===== src/rtl/pong_match_ctrl.sv =====
// Pong match sequencer: point detection, score keeping, serve delay and winner.
// Optional build macro PONG_AUTO_RESTART_EN adds a timed return from GAME_OVER to START.
module pong_match_ctrl #(
    parameter int WIN_SCORE     = 5,
    parameter int SERVE_TICKS   = 60,
    parameter int LEFT_OUT      = 8,
    parameter int RIGHT_OUT     = 1001
`ifdef PONG_AUTO_RESTART_EN
    ,
    parameter int RESTART_TICKS = 300
`endif
) (
    input  logic        clk,
    input  logic        rst,
    input  logic        timing_tick,
    input  logic        start_btn,
    input  logic [10:0] x_ball,
    output logic [1:0]  state,
    output logic [3:0]  score_left,
    output logic [3:0]  score_right,
    output logic        winner,
    output logic [6:0]  serve_cnt
);

    typedef enum logic [1:0] {
        ST_START = 2'b00,
        ST_PLAY  = 2'b01,
        ST_POINT = 2'b10,
        ST_OVER  = 2'b11
    } state_e;

    // A zero serve delay still spends one tick in POINT.
    localparam logic [6:0]  SERVE_LOAD = (SERVE_TICKS == 0) ? 7'd1 : 7'(SERVE_TICKS);
    localparam logic [3:0]  WIN_VAL    = 4'(WIN_SCORE);
    localparam logic [10:0] LEFT_LIM   = 11'(LEFT_OUT);
    localparam logic [10:0] RIGHT_LIM  = 11'(RIGHT_OUT);
`ifdef PONG_AUTO_RESTART_EN
    localparam logic [8:0]  RESTART_LOAD = 9'(RESTART_TICKS);
`endif

    function automatic logic [3:0] sat_inc(input logic [3:0] v);
        if (v == 4'd15) begin
            return v;
        end else begin
            return v + 4'd1;
        end
    endfunction

    state_e     state_q, state_d;
    logic [3:0] score_left_q, score_left_d;
    logic [3:0] score_right_q, score_right_d;
    logic       winner_q, winner_d;
    logic [6:0] serve_cnt_q, serve_cnt_d;
    logic       start_btn_q;
    logic       start_rise_q;
`ifdef PONG_AUTO_RESTART_EN
    logic [8:0] restart_cnt_q, restart_cnt_d;
`endif

    // Button edge detector; the delay flop resets high so a held button is not a press.
    always_ff @(posedge clk) begin
        if (rst) begin
            start_btn_q  <= 1'b1;
            start_rise_q <= 1'b0;
        end else begin
            start_btn_q  <= start_btn;
            start_rise_q <= start_btn & ~start_btn_q;
        end
    end

    // Match state and registered outputs.
    always_ff @(posedge clk) begin
        if (rst) begin
            state_q       <= ST_START;
            score_left_q  <= 4'd0;
            score_right_q <= 4'd0;
            winner_q      <= 1'b0;
            serve_cnt_q   <= 7'd0;
`ifdef PONG_AUTO_RESTART_EN
            restart_cnt_q <= 9'd0;
`endif
        end else begin
            state_q       <= state_d;
            score_left_q  <= score_left_d;
            score_right_q <= score_right_d;
            winner_q      <= winner_d;
            serve_cnt_q   <= serve_cnt_d;
`ifdef PONG_AUTO_RESTART_EN
            restart_cnt_q <= restart_cnt_d;
`endif
        end
    end

    // Next-state and next-output decisions.
    always_comb begin
        state_d       = state_q;
        score_left_d  = score_left_q;
        score_right_d = score_right_q;
        winner_d      = winner_q;
        serve_cnt_d   = serve_cnt_q;
`ifdef PONG_AUTO_RESTART_EN
        restart_cnt_d = restart_cnt_q;
`endif
        case (state_q)
            ST_START: begin
                if (start_rise_q) begin
                    score_left_d  = 4'd0;
                    score_right_d = 4'd0;
                    winner_d      = 1'b0;
                    state_d       = ST_PLAY;
                end else begin
                    state_d = ST_START;
                end
            end
            ST_PLAY: begin
                // Leaving PLAY recentres the ball, so only one point counts per exit.
                if (x_ball <= LEFT_LIM) begin
                    score_right_d = sat_inc(score_right_q);
                    serve_cnt_d   = SERVE_LOAD;
                    state_d       = ST_POINT;
                end else if (x_ball >= RIGHT_LIM) begin
                    score_left_d = sat_inc(score_left_q);
                    serve_cnt_d  = SERVE_LOAD;
                    state_d      = ST_POINT;
                end else begin
                    state_d = ST_PLAY;
                end
            end
            ST_POINT: begin
                if ((score_left_q == WIN_VAL) || (score_right_q == WIN_VAL)) begin
                    winner_d    = (score_right_q == WIN_VAL);
                    serve_cnt_d = 7'd0;
                    state_d     = ST_OVER;
`ifdef PONG_AUTO_RESTART_EN
                    restart_cnt_d = RESTART_LOAD;
`endif
                end else if (timing_tick) begin
                    if (serve_cnt_q <= 7'd1) begin
                        serve_cnt_d = 7'd0;
                        state_d     = ST_PLAY;
                    end else begin
                        serve_cnt_d = serve_cnt_q - 7'd1;
                    end
                end else begin
                    state_d = ST_POINT;
                end
            end
            ST_OVER: begin
`ifdef PONG_AUTO_RESTART_EN
                if (start_rise_q) begin
                    restart_cnt_d = 9'd0;
                    state_d       = ST_START;
                end else if (timing_tick) begin
                    if (restart_cnt_q <= 9'd1) begin
                        restart_cnt_d = 9'd0;
                        state_d       = ST_START;
                    end else begin
                        restart_cnt_d = restart_cnt_q - 9'd1;
                    end
                end else begin
                    state_d = ST_OVER;
                end
`else
                if (start_rise_q) begin
                    state_d = ST_START;
                end else begin
                    state_d = ST_OVER;
                end
`endif
            end
            default: begin
                state_d = ST_START;
            end
        endcase
    end

    assign state       = state_q;
    assign score_left  = score_left_q;
    assign score_right = score_right_q;
    assign winner      = winner_q;
    assign serve_cnt   = serve_cnt_q;

endmodule


===== config.mk =====
export PLATFORM = sky130hd
export DESIGN_NAME = pong_match_ctrl
export DESIGN_NICKNAME = d
export VERILOG_FILES = /design/src/rtl/pong_match_ctrl.sv
export SDC_FILE = /design/constraint.sdc
export NUM_CORES = 1
export LEC_CHECK = 0
export BUFFER_PORTS_ARGS = -buffer_cell sky130_fd_sc_hd__buf_4
export CORE_UTILIZATION = 50
export CTS_BUF_LIST = sky130_fd_sc_hd__clkbuf_4 sky130_fd_sc_hd__clkbuf_8
export DETAILED_ROUTE_END_ITERATION = 6
export PLACE_DENSITY_LB_ADDON = 0.25
export REMOVE_ABC_BUFFERS = 1
export SYNTH_ARGS = -nofsm -noshare
export SYNTH_HDL_FRONTEND = slang
export SYNTH_SLANG_ARGS = --single-unit

===== constraint.sdc =====
create_clock -name clk -period 5.15 [get_ports clk]
set_input_delay 0.515 -clock clk [delete_from_list [all_inputs] [get_ports clk]]
set_output_delay 0.515 -clock clk [all_outputs]
set_load 0.005 [all_outputs]

# Word level (Yosys, flattened, before mapping)
# Cells that the tools add are included.
[word_totals]
latch_bits = 0
romBits = 0
regBits = 20
in_bits = 15
output_inout_bits = 18
mem_count = 0
elab_cells = 66
ramBits = 0
[op_classes]
reduce_logical = 9
shift = 0
addsub = 3
bitwise = 2
div = 0
n_eq_ne = 17
muxes = 25
mul = 0
order_cmp = 3
[op_table]
columns = ["op", "count"]
rows = [
  ["two-way mux 7 bit", 5],
  ["two-way mux 4 bit", 6],
  ["one-hot mux 4 bit (2 select lines)", 2],
  ["inequality test 2 bit (second input constant)", 7],
  ["one-hot mux 7 bit (2 select lines)", 1],
  ["two-way mux 2 bit", 6],
  [">= comparator 11 x 10 -> 1 bit (second input constant)", 1],
  ["<= comparator 11 x 4 -> 1 bit (second input constant)", 1],
  ["adder 4 x 1 -> 4 bit (second input constant)", 2],
  ["equality test 4 x 3 -> 1 bit (second input constant)", 2],
  ["equality test 4 bit (second input constant)", 2],
  ["one-hot mux 2 bit (4 select lines)", 1],
  ["<= comparator 7 x 1 -> 1 bit (second input constant)", 1],
  ["subtractor 7 x 1 -> 7 bit (second input constant)", 1],
  ["inequality test 3 bit (second input constant)", 2],
  ["AND reduction 3 bit", 2],
  ["nonzero test 2 bit", 3],
  ["AND reduction 5 bit", 1],
  ["equality test 2 bit (second input constant)", 2],
  ["inequality test 4 bit (second input constant)", 1],
  ["AND reduction 4 bit", 1],
  ["two-way mux 1 bit", 3],
  ["equality test 2 x 1 -> 1 bit (second input constant)", 1],
  ["logical NOT 2 bit", 1],
  ["4 further kinds", 4],
]

# Logic depth before layout (Yosys ltp)
# Gate-level depths: netlist (run 1).
[depth]
depth_word = 5
ltp_mapped = 8

# Worst setup path after synthesis (run 1)
# No wires, ideal clock.
[synth_timing]
kind = "input-to-reg"
start = "in x_ball[2]"
end = "reg score_right_q[1], in the netlist score_right[1]"
path_buffers = 0
arrival_ps = 1741
setup_slack_ps = 3322
path_stages = 5
path_cell_list = "nor4_2 -> o211a_1 -> nand2_1 -> or4b_1 -> o31ai_1"
[synth_between]
elab_chain_len = 3
[synth_lines]
columns = ["item", "line", "source"]
rows = [
  ["start: declaration", "17", "input logic [10:0] x_ball,"],
  ["<= comparator 11 x 4 -> 1 bit", "117", "if (x_ball <= LEFT_LIM) begin"],
  ["inequality test 2 bit (no line)", "n/a", ""],
  ["AND reduction 4 bit (no line)", "n/a", ""],
  ["end signal: assignment", "85", "score_right_q <= score_right_d;"],
  ["end: declaration", "51", "logic [3:0] score_right_q, score_right_d;"],
]
# No other way between the ends.
# A chain may end at the register's enable or synchronous reset.

# Final worst setup path (run 1)
[layout_timing]
start = "reg score_left_q[0], in the netlist score_left[0]"
end = "reg serve_cnt_q[1], in the netlist serve_cnt[1]"
[layout_between]
elab_chain_len = 4
[layout_lines]
columns = ["item", "line", "source"]
rows = [
  ["start: declaration", "50", "logic [3:0] score_left_q, score_left_d;"],
  ["start signal: assignment", "84", "score_left_q <= score_left_d;"],
  ["equality test 4 x 3 -> 1 bit (*)", "130", "if ((score_left_q == WIN_VAL) || (score_right_q == WIN_VAL)) begin"],
  ["logical OR 1 bit (*)", "130", ""],
  ["inequality test 3 bit (no line) / two-way mux 7 bit (equally long branches)", "n/a", ""],
  ["AND reduction 3 bit (no line) / one-hot mux 7 bit (2 select lines) (equally long branches)", "n/a", ""],
  ["end signal: assignment", "87", "serve_cnt_q <= serve_cnt_d;"],
  ["end: declaration", "53", "logic [6:0] serve_cnt_q, serve_cnt_d;"],
]
# Every way passes the cells marked *; elsewhere a longest branch is shown, timed or not.

==> impl_metrics.env, run 1 <==
export IMPL_worstPathArrival_ns=2.28
export IMPL_switching_share_pct=24.4
export IMPL_cp_data_required_time_ns=5.34
export IMPL_syn_area_mm2=0.00122
export IMPL_drtAntennaViolNets=0
export IMPL_postCtsResizedCells=0
export IMPL_period_share_pct=40.6
export IMPL_grt_util_all_layers_pct=24.8
export IMPL_async_flop_share_pct=0
export IMPL_ff_latch_area_um2=400
export IMPL_port_buffers=32
export IMPL_synth_edf_count=0
export IMPL_drt_iter0_drc=42
export IMPL_die_area_mm2=0.00264
export IMPL_outcome="finished clean"
export IMPL_gp_congestion=0.904
export IMPL_syn_inst=150
export IMPL_fin_crit_ns=2.09
export IMPL_cts_root_buffer="clkbuf_4"
export IMPL_place_hpwl_mm=2.18
export IMPL_areaGrowthSynthToFinish_pct=24.9
export IMPL_synth_top_area_share_pct=32.8
export IMPL_cp_max_fo=12
export IMPL_synth_cell_types=42
export IMPL_avgSynthCellArea_um2=8.13
export IMPL_end_kind="register"
export IMPL_drc=0
export IMPL_combPwrFrac_pct=13.3
export IMPL_fmax_ghz=0.478
export IMPL_firstDrtPassIters=4
export IMPL_antenna_found_initial=0
export IMPL_ys_seq_area_share_pct=32.8
export IMPL_grt_pass1_vias=1143
export IMPL_die_w_um=51.4
export IMPL_holdWs_ns=0.393
export IMPL_p_total_w=0.000341
export IMPL_layout_drive_gt1_share_pct=22.8
export IMPL_numClockSinks=20
export IMPL_finalWirelength_mm=3.05
export IMPL_slew_headroom_pct=45.8
export IMPL_num_rows=17
export IMPL_initial_core_util_pct=54.1
export IMPL_ys_ff_latch=20
export IMPL_rsz0062_at_grt="no"
export IMPL_post_cts_buffers=0
export IMPL_cts_htree_levels=1
export IMPL_drv_cap=0
export IMPL_cts_buffer_depth=2
export IMPL_powerDensity_mw_per_mm2=224
export IMPL_cts_buffers=3
export IMPL_worst_pin_slew_ns=0.811
export IMPL_grt_overflow_total=0
export IMPL_cts_tree="done"
export IMPL_die_height_um=51.4
export IMPL_insertion_delay_ns=0.31
export IMPL_dp_cells=204
export IMPL_multi_input_area_um2=769
export IMPL_grt_pass1_wl_mm=4.93
export IMPL_num_vias=1252
export IMPL_core_area_mm2=0.00225
export IMPL_yosys_top_cells_area="dfxtp_1 33%, ha_1 6.2%, o21ai_0 5.7%"
export IMPL_yosysWarnings=0
export IMPL_setup_violations=0
export IMPL_pwr_share_seq_pct=47.9
export IMPL_postCtsHoldBufs=0
export IMPL_power_leakage_nw=0.604
export IMPL_clk_pin_slew_worst_paths_ns=0.13
export IMPL_timing_setup_tns_ns=0
export IMPL_final_hold_viol_count=0
export IMPL_drv_slew=0
export IMPL_grt_max_degree=27
export IMPL_crit_path_start_kind="register"
export IMPL_crit_type="register to register"
export IMPL_synth_area_leader_cell="dfxtp_1"
export IMPL_routedWlPerCell_um=14.7
export IMPL_layout_nets=202
export IMPL_p_int_w=0.000258
export IMPL_clkPwrFrac_pct=38.8
export IMPL_num_fill_cells=199
export IMPL_ys_flop_type="dfxtp_1"
export IMPL_hold_path_class="primary input to register"
export IMPL_via_per_inst=6.02
export IMPL_fin_skew_ns=0.0108
export IMPL_netSwitchingPower_w=0.0000833
export IMPL_peakVddDrop_uv=169
export IMPL_insertedDiodeCount=0
export IMPL_fin_cells=208
export IMPL_num_io_pins=33
[synth_stat cells (2+ instances only)]
library cell,n
dfxtp_1,20
o21ai_0,14
nand2_1,11
nor2_1,11
a21oi_1,9
inv_1,7
ha_1,6
nor3_1,6
or3_1,6
clkbuf_1,5
nand3_1,5
nand4_1,4
nor4_1,4
nand2b_1,3
nand3b_1,3
o211ai_1,3
a31oi_1,2
mux2i_1,2
nand4b_1,2
nor2b_1,2
nor3b_1,2
o211a_1,2
o32ai_1,2
[routing by layer]
metal | up-vias | wire (um) | global-route usage [%]
met5 | - | 0 | 0
met4 | 0 | 129 | 14.0
met3 | 12 | 136 | 3.57
met2 | 44 | 1410 | 39.6
met1 | 566 | 1380 | 31.6
li1 | 630 | - | -
[worst paths after layout]
kind              depth (start not counted)  slack, ns            to     startpoint
setup / recovery                          6       3.06  serve_cnt[1]  score_left[0]
hold reg to reg                           1       0.41  start_rise_q    start_btn_q
setup reg to reg                          6       3.06  serve_cnt[1]  score_left[0]
hold / removal                            2       0.39   start_btn_q      start_btn
[final cells by class]
class / instances / share of cell area (%)
clock buffer: 3 / 1.48
clock inverter: 1 / 1.97
inverter: 7 / 1.72
multi-input combinational: 117 / 50.5
sequential: 20 / 26.3
tap: 28 / 2.30
timing repair buffer: 32 / 15.8
[through the flow]
step                setup WS (ns)  util (%)  instance area (um2)
detailed placement           3.07      65.3                 1470
floorplan                    3.32         -                 1200
CTS                          3.09      67.6                 1520
global placement             3.13      65.3                 1470
finish                       3.06      67.6                 1520
global route                 2.88      67.6                 1520
[critical path: stages, from the launching register on]
cell	delay (ns)
dfxtp_1	0.47
ha_1	0.19
nand2_1	0.06
o21bai_1	0.65
nor2_1	0.07
o21ai_0	0.38
o32ai_1	0.17
[power groups by stage]
stage          Clock [W]  Sequential (W)  Combinational, W
2_1_floorplan          0        0.000166         0.0000233
3_3_place_gp           0        0.000167         0.0000431
3_5_place_dp           0        0.000167         0.0000442
4_1_cts         0.000134        0.000163         0.0000446
5_1_grt         0.000140        0.000164         0.0000496
6_report        0.000132        0.000164         0.0000453
[sequential cells by signal (all words and copies together), names as in the netlist]
| signal | cells |
|---|---|
| serve_cnt | 7 |
| score_left | 4 |
| score_right | 4 |
| state | 2 |
| start_btn_q | 1 |
| start_rise_q | 1 |
| winner | 1 |
[placed cells by master (no fill, tap or decap), types with 2 or more instances in the layout]
cell type | synthesis | layout
a21oi_1 | 9 | 9
ha_1 | 6 | 6
o211ai_1 | 3 | 3
nand2b_1 | 3 | 3
nor2_1 | 11 | 11
inv_1 | 7 | 7
nor3_1 | 6 | 6
a31oi_1 | 2 | 2
nor4_1 | 4 | 4
buf_4 | 0 | 32
mux2i_1 | 2 | 2
nand4b_1 | 2 | 2
o211a_1 | 2 | 2
nand4_1 | 4 | 4
nand3b_1 | 3 | 3
o32ai_1 | 2 | 2
dfxtp_1 | 20 | 20
o21ai_0 | 14 | 14
or3_1 | 6 | 6
clkbuf_4 | 0 | 3
nor3b_1 | 2 | 2
nor2b_1 | 2 | 2
nand2_1 | 11 | 11
nand3_1 | 5 | 5
[kinds of logic after synthesis]
| logic type | share of synthesized area [%] |
|---|---|
| AOI/OAI and AO/OA | 24.9 |
| muxes | 2.56 |
| and+or+nand+nor | 29.4 |
| buffers and inverters | 4.10 |
| adders and majority gates | 6.15 |
| DFF | 32.8 |
Note: power is estimated with default switching activity, not from simulation.
==> inputs of run 2 (changes only) <==
Settings changed: CORE_UTILIZATION 50 to 48.
Clock period 5.15 ns to 1.8 ns, I/O delays scaled along.
==> run 2 against run 1 <==
  * Worst setup slack worse by 3.0 ns
  * Routed wire length grew 4.3%
  * Combinational power rose to 3.3 times the previous value
  * Global-route usage rose by 0.52 points
  * Sequential share of layout area is 1.7 points lower
  * First-iteration DRC count fell by 19%
  * Critical path depth did not move
  * Via count increased by 5.0%
  * Critical endpoint is now serve_cnt[0]
  * Largest power group unchanged
==> impl_metrics.env, run 2 (synthesis gave the netlist of run 1 again) <==
export IMPL_fmax_ghz=0.587
export IMPL_powerDensity_mw_per_mm2=605
export IMPL_layout_drive_gt1_share_pct=29.0
export IMPL_end_kind="register"
export IMPL_gp_congestion=0.847
export IMPL_core_area_mm2=0.00230
export IMPL_port_buffers=32
export IMPL_final_cell_mix="45 x buf_4, 19 x dfxtp_1, 14 x o21ai_0"
export IMPL_largest_reg_flops=7
export IMPL_grt_max_degree=27
export IMPL_worstPathArrival_ns=1.92
export IMPL_worstPathCellList="inv_1 > ha_1 > and3b_1 > o21bai_4 > or3_1 > o32ai_1"
export IMPL_path_buf_inv=1
export IMPL_fin_crit_ns=1.70
export IMPL_num_vias=1315
export IMPL_hold_depth=2
export IMPL_die_area_mm2=0.00275
export IMPL_drc=0
export IMPL_cts_buffer_depth=2
export IMPL_cts_tree="done"
export IMPL_crit_type="register to register"
export IMPL_drt_iter0_drc=34
export IMPL_antenna_found_initial=0
export IMPL_pwr_share_seq_pct=47.0
export IMPL_num_fill_cells=186
export IMPL_firstDrtPassIters=4
export IMPL_cts_root_buffer="clkbuf_4"
export IMPL_fin_area_mm2=0.00163
export IMPL_rrSetupSlack_ns=0.1
export IMPL_clk_pin_slew_worst_paths_ns=0.12
export IMPL_layout_nets=215
export IMPL_num_rows=17
export IMPL_fin_cells=221
export IMPL_final_common_cell="buf_4"
export IMPL_drv_cap=0
export IMPL_clkPwrFrac_pct=37.9
export IMPL_crit_path_start_kind="register"
export IMPL_hp_start="start_btn"
export IMPL_cp_slowest_stage_delay_ns=0.41
export IMPL_numClockSinks=20
export IMPL_place_area_mm2=0.00157
export IMPL_setup_violations=0
export IMPL_p_int_w=0.000750
export IMPL_final_hold_viol_count=0
export IMPL_via_per_inst=5.95
export IMPL_cp_max_fo=10
export IMPL_peakVddDrop_uv=569
export IMPL_drv_slew=0
export IMPL_insertedDiodeCount=0
export IMPL_grt_pass1_vias=1231
export IMPL_grt_util_all_layers_pct=25.3
export IMPL_initial_core_util_pct=53.1
export IMPL_grt_overflow_total=0
export IMPL_routedWlPerCell_um=14.4
export IMPL_areaGrowthSynthToFinish_pct=33.9
export IMPL_whs_endpoint="start_btn_q"
export IMPL_insertion_delay_ns=0.31
export IMPL_postCtsHoldBufs=0
export IMPL_power_leakage_nw=0.678
export IMPL_reg2reg_from="score_right[1]"
export IMPL_cp_data_required_time_ns=2.02
export IMPL_reg2reg_to="serve_cnt[0]"
export IMPL_cts_htree_levels=1
export IMPL_r2r_cells=6
export IMPL_hold_path_class="primary input to register"
export IMPL_drtAntennaViolNets=0
export IMPL_combPwrFrac_pct=15.1
export IMPL_netSwitchingPower_w=0.000239
export IMPL_slew_headroom_pct=62.5
export IMPL_outcome="finished clean"
export IMPL_num_io_pins=33
export IMPL_dp_cells=217
export IMPL_crit_family="simple AND/OR/NAND/NOR gates"
export IMPL_post_cts_buffers=0
export IMPL_grt_pass1_wl_mm=5.24
export IMPL_switching_share_pct=24.1
export IMPL_period_share_pct=94.6
export IMPL_worst_pin_slew_ns=0.560
export IMPL_die_height_um=52.4
export IMPL_die_w_um=52.4
export IMPL_fin_skew_ns=0.00423
export IMPL_cts_buffers=3
export IMPL_rsz0062_at_grt="no"
export IMPL_slowest_stage="or3_1"
export IMPL_timing_setup_tns_ns=0
export IMPL_finalWirelength_mm=3.19
export IMPL_place_hpwl_mm=2.37
==> run 2: area by class of cell <==
cell class / count / area (um2) / area share, %
multi-input combinational: 117 / 781 / 47.8
sequential: 20 / 402 / 24.6
timing repair buffer: 45 / 338 / 20.7
tap: 28 / 35.0 / 2.14
clock inverter: 1 / 30.0 / 1.84
inverter: 7 / 26.3 / 1.61
clock buffer: 3 / 22.5 / 1.38
==> run 2: per-stage QoR <==
| stage | util [%] | total power, W | hold WS, ns | setup WS (ns) |
|---|---|---|---|---|
| floorplan | - | 0.000541 | 0.249 | 0.0718 |
| global placement | 68.3 | 0.000616 | 0.376 | 0.0938 |
| detailed placement | 68.3 | 0.000620 | 0.381 | -0.00231 |
| CTS | 70.8 | 0.000992 | 0.0524 | 0.0375 |
| global route | 71.1 | 0.00103 | 0.0396 | 0.00735 |
| finish | 71.1 | 0.000989 | 0.0561 | 0.0970 |
==> run 2: how the worst max path moves through the flow <==
stage / cells after the start / to / slack [ns] / start
final: 6 / serve_cnt[0] / 0.1 / score_right[1]
after global placement: 6 / score_right[1] / 0.09 / x_ball[2]
after detailed placement: 6 / serve_cnt[0] / -0.002 / score_right[1]
after CTS: 6 / serve_cnt[1] / 0.04 / score_right[1]
after floorplan: 6 / serve_cnt[0] / 0.07 / score_right[1]
after global routing: 6 / serve_cnt[1] / 0.007 / score_right[1]
==> run 2: layer usage <==
metal	routed length [um]	GRT usage [%]	vias up	part of all wire [%]
met5	0	0	-	0
met4	24	5.26	0	0.75
met3	171	6.96	4	5.4
met2	1510	43.9	43	47
met1	1480	31.0	617	46
li1	-	-	651	-
==> run 2: repair_timing <==
item	CTS	global route
pin swaps	0	0
setup endpoints to repair	3	5
gates resized for setup	1	2
==> run 2: power by group through the flow <==
| stage | registers (W) | logic, W | clock network (W) |
|---|---|---|---|
| after global routing | 0.000466 | 0.000163 | 0.000402 |
| after floorplan | 0.000475 | 0.0000666 | 0 |
| final | 0.000465 | 0.000149 | 0.000375 |
| after detailed placement | 0.000474 | 0.000147 | 0 |
| after global placement | 0.000474 | 0.000142 | 0 |
| after CTS | 0.000464 | 0.000147 | 0.000380 |
==> inputs of run 3 (changes only) <==
Settings changed: CORE_MARGIN set to 10, REMOVE_ABC_BUFFERS 1 to not set.
==> run 3 against run 2 <==
  * Worst setup slack better by 0.0030 ns
  * First-iteration DRC count grew to 2.8 times the previous value
  * Combinational power rose by 4%
  * Clock-buffer cell count stayed put
  * Non-clock buffer count increased by 2
  * Critical path depth decreased by 1
  * Flip-flop and latch count stayed put
  * Clock power up 1%
  * Via count increased by 3.2%
==> impl_metrics.env, run 3 (synthesis gave the netlist of run 1 again) <==
export IMPL_outcome="finished clean"
export IMPL_holdWs_ns=0.0645
export IMPL_crit_path_start_kind="register"
export IMPL_num_vias=1357
export IMPL_setup_violations=0
export IMPL_insertedDiodeCount=0
export IMPL_drt_iter0_drc=96
export IMPL_final_hold_viol_count=0
export IMPL_postCtsResizedCells=0
export IMPL_drtAntennaViolNets=0
export IMPL_routedWlPerCell_um=15.6
export IMPL_cts_tree="done"
export IMPL_place_ws_ns=0.0483
export IMPL_port_buffers=32
export IMPL_drv_cap=0
export IMPL_gp_congestion=0.834
export IMPL_core_area_mm2=0.00245
export IMPL_fin_ws_ns=0.100
export IMPL_cts_buffer_depth=2
export IMPL_initial_core_util_pct=49.7
export IMPL_die_w_um=70.4
export IMPL_slew_headroom_pct=66.0
export IMPL_worstPathArrival_ns=1.93
export IMPL_antenna_found_initial=0
export IMPL_fin_skew_ns=0.00248
export IMPL_final_common_cell="buf_4"
export IMPL_areaGrowthSynthToFinish_pct=36.2
export IMPL_layout_nets=217
export IMPL_powerDensity_mw_per_mm2=601
export IMPL_via_per_inst=6.03
export IMPL_cts_root_buffer="clkbuf_4"
export IMPL_insertion_delay_ns=0.31
export IMPL_final_cell_mix="47 x buf_4, 19 x dfxtp_1, 14 x o21ai_0"
export IMPL_postCtsHoldBufs=0
export IMPL_synthesis_nets=171
export IMPL_fmax_ghz=0.588
export IMPL_num_io_pins=33
export IMPL_fin_crit_ns=1.70
export IMPL_numClockSinks=20
export IMPL_num_rows=18
export IMPL_grt_util_all_layers_pct=13.3
export IMPL_cts_buffers=3
export IMPL_period_share_pct=94.4
export IMPL_fin_cells=225
export IMPL_largest_reg_flops=7
export IMPL_peakVddDrop_uv=580
export IMPL_power_leakage_nw=0.695
export IMPL_grt_max_degree=27
export IMPL_worst_pin_slew_ns=0.508
export IMPL_die_height_um=70.4
export IMPL_grt_overflow_total=0
export IMPL_layout_drive_gt1_share_pct=31.3
export IMPL_grt_pass1_wl_mm=5.71
export IMPL_dp_cells=221
export IMPL_cts_htree_levels=1
export IMPL_die_area_mm2=0.00496
export IMPL_firstDrtPassIters=6
export IMPL_cp_data_required_time_ns=2.03
export IMPL_end_kind="register"
export IMPL_post_cts_buffers=0
export IMPL_grt_pass1_vias=1290
export IMPL_hold_path_class="primary input to register"
export IMPL_cp_max_fo=5
export IMPL_place_hpwl_mm=2.64
export IMPL_crit_type="register to register"
export IMPL_finalWirelength_mm=3.50
export IMPL_drc=0
export IMPL_clk_pin_slew_worst_paths_ns=0.12
export IMPL_drv_slew=0
run 3: cell types whose count changed in the layout (fill, tap and decap cells not counted), sizes merged:
cell  change
buf       +2
run 3: path summary, 6_finish.rpt:
check                                   from      endpoint  slack [ns]  cells past startpoint
worst max register to register  serve_cnt[1]  serve_cnt[0]        0.10                      5
worst min register to register   start_btn_q  start_rise_q        0.40                      1
worst max-delay path            serve_cnt[1]  serve_cnt[0]        0.10                      5
worst min-delay path               start_btn   start_btn_q        0.06                      2
run 3: metrics by stage:
step | area [um2] | TNS, ns | total power (W) | utilization [%]
detailed placement | 1590 | 0 | 0.000624 | 64.6
floorplan | 1220 | 0 | 0.000550 | -
finish | 1660 | 0 | 0.000998 | 67.7
CTS | 1640 | 0 | 0.000995 | 66.8
global route | 1660 | -0.0102 | 0.00103 | 67.7
global placement | 1590 | 0 | 0.000619 | 64.6
run 3: critical path, cell delays in order (launching register included):
cell and delay (ns):
dfxtp_1 0.43, inv_1 0.09, ha_1 0.20, o211a_1 0.30
or3_4 0.40, o32ai_1 0.21
run 3: power breakdown:
group          switching, W  total, W  internal (W)
Combinational     0.0000786  0.000155     0.0000761
Sequential        0.0000128  0.000465      0.000452
Clock              0.000154  0.000379      0.000225
Total              0.000245  0.000998      0.000753
run 3: layer usage:
layer | vias to the layer above | routed length [um] | track usage (%)
met2 | 72 | 1750 | 23.1
met3 | 8 | 290 | 3.11
met5 | - | 0 | 0
li1 | 654 | - | -
met4 | 0 | 57 | 5.04
met1 | 623 | 1410 | 15.2
run 3: cell type report:
class | count | area (um2)
Fill cell | 199 | 793
Multi-Input combinational cell | 117 | 791
Sequential cell | 20 | 402
Timing Repair Buffer | 47 | 353
Tap cell | 30 | 37.5
Clock inverter | 1 | 30.0
Inverter | 7 | 26.3
Clock buffer | 3 | 22.5
